===== config.mk =====
export PLATFORM = sky130hd
export DESIGN_NAME = oldland_memory_stage
export DESIGN_NICKNAME = d
export VERILOG_FILES = /design/src/rtl/oldland_memory_stage.sv
export SDC_FILE = /design/constraint.sdc
export NUM_CORES = 1
export LEC_CHECK = 0
export CAP_MARGIN = 5
export CORE_UTILIZATION = 40
export CTS_BUF_LIST = sky130_fd_sc_hd__clkbuf_8
export DETAILED_ROUTE_END_ITERATION = 8
export PLACE_DENSITY = 0.79
export SYNTH_ARGS = -nofsm -noshare
export SYNTH_HDL_FRONTEND = slang
export SYNTH_SLANG_ARGS = --single-unit

===== constraint.sdc =====
create_clock -name clk -period 1.71 [get_ports clk]
set_clock_uncertainty 0.2 [all_clocks]
set_input_delay 0.342 -clock clk [delete_from_list [all_inputs] [get_ports clk]]
set_output_delay 0.342 -clock clk [all_outputs]
set_load 0.01 [all_outputs]

===== src/rtl/oldland_memory_stage.sv =====
// oldland_memory_stage: memory stage that sits directly after the execute stage.
// Runs loads/stores on the data bus with a request/ack handshake, stalls the
// pipeline while an access is outstanding, aligns and zero-extends load data
// and forwards the writeback register/value/enable to the register file.
// A watchdog aborts a bus access that is never acknowledged.
//
// Optional build macro: OLDLAND_MEM_ALIGN_CHECK_EN -- when defined, accesses
// misaligned for their width raise bus_error instead of reaching the bus.
//
// Ports:
//   clk, rst_n                   clock, async active-low reset
//   mem_load/mem_store           memory op request from execute
//   mem_width                    00=32b, 01=16b, 10=8b, 11=32b
//   mar, mdr                     byte address, right-justified store data
//   wr_val, wr_result, rd_sel    non-load writeback value / enable / register
//   d_addr, d_bytesel, d_wr_en,
//   d_wr_val, d_access           data bus request (registered)
//   d_data, d_ack                data bus response
//   stall                        combinational hold for upstream stages
//   wb_en, wb_sel, wb_val        register file writeback (registered)
//   bus_error                    one-cycle pulse on abort
module oldland_memory_stage #(
  parameter int unsigned TIMEOUT_CYCLES = 255
) (
  input  logic        clk,
  input  logic        rst_n,
  input  logic        mem_load,
  input  logic        mem_store,
  input  logic [1:0]  mem_width,
  input  logic [31:0] mar,
  input  logic [31:0] mdr,
  input  logic [31:0] wr_val,
  input  logic        wr_result,
  input  logic [2:0]  rd_sel,
  output logic [31:0] d_addr,
  output logic [3:0]  d_bytesel,
  output logic        d_wr_en,
  output logic [31:0] d_wr_val,
  output logic        d_access,
  input  logic [31:0] d_data,
  input  logic        d_ack,
  output logic        stall,
  output logic        wb_en,
  output logic [2:0]  wb_sel,
  output logic [31:0] wb_val,
  output logic        bus_error
);

  localparam int unsigned CNT_W = (TIMEOUT_CYCLES < 2) ? 1 : $clog2(TIMEOUT_CYCLES + 1);
  localparam logic [1:0]  W_16  = 2'b01;
  localparam logic [1:0]  W_8   = 2'b10;

  typedef enum logic {ST_IDLE, ST_WAIT} state_t;

  state_t             state_q, state_d;
  logic [CNT_W-1:0]   cnt_q, cnt_d;
  logic               is_store_q, is_store_d;
  logic [1:0]         width_q, width_d;
  logic [1:0]         lane_q, lane_d;
  logic [2:0]         rd_sel_q, rd_sel_d;
  logic               wr_result_q, wr_result_d;
  logic [31:0]        d_addr_q, d_addr_d;
  logic [3:0]         d_bytesel_q, d_bytesel_d;
  logic               d_wr_en_q, d_wr_en_d;
  logic [31:0]        d_wr_val_q, d_wr_val_d;
  logic               d_access_q, d_access_d;
  logic               wb_en_q, wb_en_d;
  logic [2:0]         wb_sel_q, wb_sel_d;
  logic [31:0]        wb_val_q, wb_val_d;
  logic               bus_error_q, bus_error_d;

  logic               mem_op_c;
  logic               misaligned_c;
  logic               timeout_c;

  // Byte-lane enables for a given width and low address bits.
  function automatic logic [3:0] lanes_f(input logic [1:0] w, input logic [1:0] a);
    case (w)
      W_16:    lanes_f = a[1] ? 4'b1100 : 4'b0011;
      W_8:     lanes_f = 4'b0001 << a;
      default: lanes_f = 4'b1111;
    endcase
  endfunction

  // Replicate right-justified store data across every lane it may land on.
  function automatic logic [31:0] store_data_f(input logic [1:0] w, input logic [31:0] d);
    case (w)
      W_16:    store_data_f = {2{d[15:0]}};
      W_8:     store_data_f = {4{d[7:0]}};
      default: store_data_f = d;
    endcase
  endfunction

  // Shift the addressed lane down and zero-extend it.
  function automatic logic [31:0] load_data_f(input logic [1:0] w, input logic [1:0] a,
                                              input logic [31:0] d);
    logic [31:0] sh8;
    logic [31:0] sh16;
    sh8  = d >> {a, 3'b000};
    sh16 = d >> {a[1], 4'b0000};
    case (w)
      W_16:    load_data_f = 32'(sh16[15:0]);
      W_8:     load_data_f = 32'(sh8[7:0]);
      default: load_data_f = d;
    endcase
  endfunction

  assign mem_op_c = mem_load | mem_store;

`ifdef OLDLAND_MEM_ALIGN_CHECK_EN
  // Width-dependent alignment check; byte accesses can never be misaligned.
  always_comb begin
    misaligned_c = 1'b0;
    case (mem_width)
      W_16:    misaligned_c = mar[0];
      W_8:     misaligned_c = 1'b0;
      default: misaligned_c = (mar[1:0] != 2'b00);
    endcase
  end
`else
  assign misaligned_c = 1'b0;
`endif

  // Counter holds the number of completed WAIT cycles; abort on the last one.
  assign timeout_c = (TIMEOUT_CYCLES != 0) &&
                     ((32'(cnt_q) + 32'd1) == 32'(TIMEOUT_CYCLES));

  // Hold upstream while an access is issuing or outstanding.
  assign stall = rst_n & ((state_q == ST_WAIT) | mem_op_c);

  // Next-state and registered-output logic.
  always_comb begin
    state_d     = state_q;
    cnt_d       = cnt_q;
    is_store_d  = is_store_q;
    width_d     = width_q;
    lane_d      = lane_q;
    rd_sel_d    = rd_sel_q;
    wr_result_d = wr_result_q;
    d_addr_d    = d_addr_q;
    d_bytesel_d = d_bytesel_q;
    d_wr_en_d   = d_wr_en_q;
    d_wr_val_d  = d_wr_val_q;
    d_access_d  = d_access_q;
    wb_en_d     = wb_en_q;
    wb_sel_d    = wb_sel_q;
    wb_val_d    = wb_val_q;
    bus_error_d = 1'b0;

    case (state_q)
      ST_IDLE: begin
        cnt_d = '0;
        if (mem_op_c) begin
          wb_en_d = 1'b0;
          if (misaligned_c) begin
            bus_error_d = 1'b1;
          end else begin
            // Store wins when both load and store are requested.
            is_store_d  = mem_store;
            width_d     = mem_width;
            lane_d      = mar[1:0];
            rd_sel_d    = rd_sel;
            wr_result_d = wr_result;
            d_addr_d    = {mar[31:2], 2'b00};
            d_bytesel_d = lanes_f(mem_width, mar[1:0]);
            d_wr_en_d   = mem_store;
            d_wr_val_d  = store_data_f(mem_width, mdr);
            d_access_d  = 1'b1;
            state_d     = ST_WAIT;
          end
        end else begin
          wb_en_d  = wr_result;
          wb_sel_d = rd_sel;
          wb_val_d = wr_val;
        end
      end
      ST_WAIT: begin
        wb_en_d = 1'b0;
        cnt_d   = cnt_q + CNT_W'(1);
        if (d_ack) begin
          d_access_d = 1'b0;
          state_d    = ST_IDLE;
          cnt_d      = '0;
          if (!is_store_q) begin
            wb_en_d  = wr_result_q;
            wb_sel_d = rd_sel_q;
            wb_val_d = load_data_f(width_q, lane_q, d_data);
          end
        end else if (timeout_c) begin
          d_access_d  = 1'b0;
          bus_error_d = 1'b1;
          state_d     = ST_IDLE;
          cnt_d       = '0;
        end
      end
      default: state_d = ST_IDLE;
    endcase
  end

  // State and output registers.
  always_ff @(posedge clk or negedge rst_n) begin
    if (!rst_n) begin
      state_q     <= ST_IDLE;
      cnt_q       <= '0;
      is_store_q  <= 1'b0;
      width_q     <= '0;
      lane_q      <= '0;
      rd_sel_q    <= '0;
      wr_result_q <= 1'b0;
      d_addr_q    <= '0;
      d_bytesel_q <= '0;
      d_wr_en_q   <= 1'b0;
      d_wr_val_q  <= '0;
      d_access_q  <= 1'b0;
      wb_en_q     <= 1'b0;
      wb_sel_q    <= '0;
      wb_val_q    <= '0;
      bus_error_q <= 1'b0;
    end else begin
      state_q     <= state_d;
      cnt_q       <= cnt_d;
      is_store_q  <= is_store_d;
      width_q     <= width_d;
      lane_q      <= lane_d;
      rd_sel_q    <= rd_sel_d;
      wr_result_q <= wr_result_d;
      d_addr_q    <= d_addr_d;
      d_bytesel_q <= d_bytesel_d;
      d_wr_en_q   <= d_wr_en_d;
      d_wr_val_q  <= d_wr_val_d;
      d_access_q  <= d_access_d;
      wb_en_q     <= wb_en_d;
      wb_sel_q    <= wb_sel_d;
      wb_val_q    <= wb_val_d;
      bus_error_q <= bus_error_d;
    end
  end

  assign d_addr    = d_addr_q;
  assign d_bytesel = d_bytesel_q;
  assign d_wr_en   = d_wr_en_q;
  assign d_wr_val  = d_wr_val_q;
  assign d_access  = d_access_q;
  assign wb_en     = wb_en_q;
  assign wb_sel    = wb_sel_q;
  assign wb_val    = wb_val_q;
  assign bus_error = bus_error_q;

endmodule


==> summary.txt <==
Outcome
  • Status: finished with violations
  • Failing checks: negative setup slack

Route
  • Vias: 5833
  • Vias/cell: 5.05
  • Residual DRC: 0
  • Detailed Route WL: 18600 um
  • Routed Antenna Nets: 0
  • Drt first pass iters: 5
  • Avg WL per Cell: 16.1 um
  • DR iter-0 viols: 340

Synth
  • Avg Cell Area, Syn: 8.66 um2
  • Post-synthesis cell area: 0.00575 mm2
  • Yosys top cell area share: 0.531
  • Synth Instances: 664
  • #FFs+latches synth: 122
  • Largest area contributor in the netlist: dfrtp_1
  • Sequential-to-total area share from yosys stat: 0.531
  • Yosys warning count: 0
  • Unique cell type count in the Yosys netlist: 42
  • Top cells by area, synth: dfrtp_1 53%, nand2_1 14%, nor2_1 4.4%

Floorplan
  • Die W: 122 um
  • Initial core utilization: 0.413
  • Num rows: 43
  • Placeable Area: 0.0139 mm2
  • Io pins: 247
  • Die Span Y: 122 um
  • Die ar.: 0.0149 mm2

STA
  • TNS Setup: -1.90 ns
  • Fin crit share: 1.09
  • Final period demand of the worst path: 1.87 ns
  • Final setup vio count: 20
  • Hold Vio Cnt, Final: 0
  • Slew HR: 0.556
  • Final worst slack: -0.159 ns
  • Worst-margin pin slew: 0.666 ns
  • F_max: 535 MHz
  • Min Hold Slack: 0.218 ns
  • RSZ-0062 raised after global routing: true
  • Slew Limit Fails: 0

Cells and area
  • Most frequent cells in the layout: 217 x nand2_1, 137 x clkdlybuf4s50_1, 122 x dfrtp_1
  • Area grow syn2layout: 66.2%
  • Fin nets: 1107
  • Utilization after layout: 0.686
  • Commonest non-fill, non-tap cell in the layout: nand2_1
  • Ant. Diodes: 0
  • Finished Layout Cells: 1154
  • Fraction of layout instances using a drive strength above 1: 0.163

Power and ir drop
  • Cell Pwr Density: 1370 mW/mm2
  • Cell leakage power: 4.47 nW
  • Worst IR drop on VDD: 0.728 mV

Clocking
  • Clk Latency, worst-skew pair: 0.44 ns
  • Cts bufs inserted: 17
  • CTS H-tree lvls: 4
  • Clock tree sinks: 122
  • Clock Pin Slew Worst Setup and Hold Paths: 0.07 ns
  • CTS tree: done
  • Root buffer selected by CTS: clkbuf_8
  • Max clock buf depth: 2

Setup path
  • CP required: 1.83 ns
  • WS Path Type: reg -> reg
  • Kind of cell adding the most delay to the critical path: compound AO/OA/AOI/OAI gates
  • Crit path buf inv count: 2
  • Endpoint class of the critical path: flop
  • Crit start category: flop
  • CP max stage cell: dfrtp_1
  • Max incr delay on CP: 0.42 ns
  • Critical-path maximum fanout: 8
  • Worst path cell trace: ha_4 > nor2b_1 > buf_4 > buf_6 > o211ai_1 > a21oi_2 > a211oi_2 > o31ai_1
  • CP Data Arrival Time: 1.99 ns

Place
  • Post-DP HPWL: 13000 um
  • Placed Cells: 1106
  • Final Wtd Congestion: 0.834
  • # port buffers: 244

GRT
  • Gr usage total: 0.256
  • Vias in the first global route: 5691
  • First-pass GRT wire length: 28900 um
  • Initial antenna violation count: 0
  • Pin count of the biggest net entering global routing: 123
  • Total gr overflow: 0

Flow run
  • Max Cap Viol: 0

Min path
  • Worst hold path type: in -> reg
## registers in the layout, summed over array words and instances (netlist names), 2 cells and up
name and flops:
d_addr 30, lane_q 2, d_wr_val 32, wb_val 32
wb_sel 3, cnt_q 8, rd_sel_q 3, width_q 2
d_bytesel 4
## metal layers
| layer | track usage | vias up | share of wire |
|---|---|---|---|
| met3 | 0.0824 | 30 | 0.090 |
| met1 | 0.312 | 2731 | 0.41 |
| met4 | 0.0995 | 0 | 0.021 |
| met5 | 0 | - | 0 |
| met2 | 0.419 | 251 | 0.48 |
| li1 | - | 2821 | - |
## final timing paths
check,from,end,slack [ns],cells after the start
setup / recovery,width_q[1],wb_val[4],-0.16,8
hold / removal,mar[5],d_addr[5],0.22,3
setup reg to reg,width_q[1],wb_val[4],-0.16,8
hold reg to reg,d_addr[21],d_addr[21],0.27,2
max in group asynchronous,rst_n,d_addr[24],0.43,3
min in group asynchronous,rst_n,wb_val[1],0.39,3
## area by class of cell
type                    instances  area, um2
well taps                     180        225
repair buffers                323       3110
inverters                       8       32.5
multi-input cells             490       2740
fillers                      1110       4380
clock inverters                14        158
flip-flops and latches        122       3050
clock buffers                  17        234
## metrics by stage
step	power, mW	setup WS, ns	area (um2)
floorplan	7.21	-0.0606	5800
global placement	10.5	-0.507	8860
detailed placement	10.7	-0.585	8860
CTS	12.9	-0.145	9300
global route	14.0	-0.233	9560
finish	13.1	-0.159	9560
## worst min-delay path: stages
cell             delay, ns
clkdlybuf4s50_1       0.39
nand2_1               0.05
nand2_1               0.04
## power by group
part           leakage, nW  internal [mW]  switching (mW)
Sequential            1.50           3.94           0.589
Clock                0.194           1.41            1.19
Combinational         2.78           2.95            3.04
Total                 4.47           8.31            4.82
## logic make-up after synthesis
| logic type | count (synthesis) | synth area share |
|---|---|---|
| AOI/OAI and AO/OA | 153 | 0.177 |
| DFF | 122 | 0.531 |
| xor gates and xnor gates | 5 | 0.00761 |
| buffers and inverters | 53 | 0.0389 |
| adders and majority gates | 6 | 0.0131 |
| and+or+nand+nor | 321 | 0.227 |
| muxes | 3 | 0.00522 |
| other | 1 | 0.000652 |
## cells in the mapped netlist
cell,count
inv_2,1
o21a_1,1
o22ai_1,8
buf_2,11
nor2b_1,7
nand2_1,219
o21bai_2,1
nor4_1,1
a21o_1,9
and4_1,1
a21oi_2,1
a221oi_1,8
nand2b_1,8
and3b_1,1
and2_1,1
a21oi_1,27
buf_1,1
dfrtp_1,122
nor2_1,68
nand3_1,3
o21ai_1,2
xnor2_1,1
nand4_1,1
o211ai_1,8
nor3_2,1
o21ai_0,37
xor2_1,4
clkbuf_1,30
a211oi_1,8
o2111ai_4,1
a22oi_1,24
a21boi_0,8
nand3b_1,8
o31ai_1,8
o21ba_1,1
nor3_1,2
mux2i_1,3
inv_1,7
conb_1,1
buf_4,3
o21ai_4,1
ha_1,6
## what timing repair did
action                                  in CTS  in global routing
hold buffers                                 1                  0
gates cloned                                 0                  1
endpoints found under the hold margin      122                  0
endpoints found under the setup margin     155                 90
gates resized for setup                    142                 65
pin swaps                                   26                 16
buffers inserted                             7                  8
No activity file was read; power rests on OpenSTA's default activity.
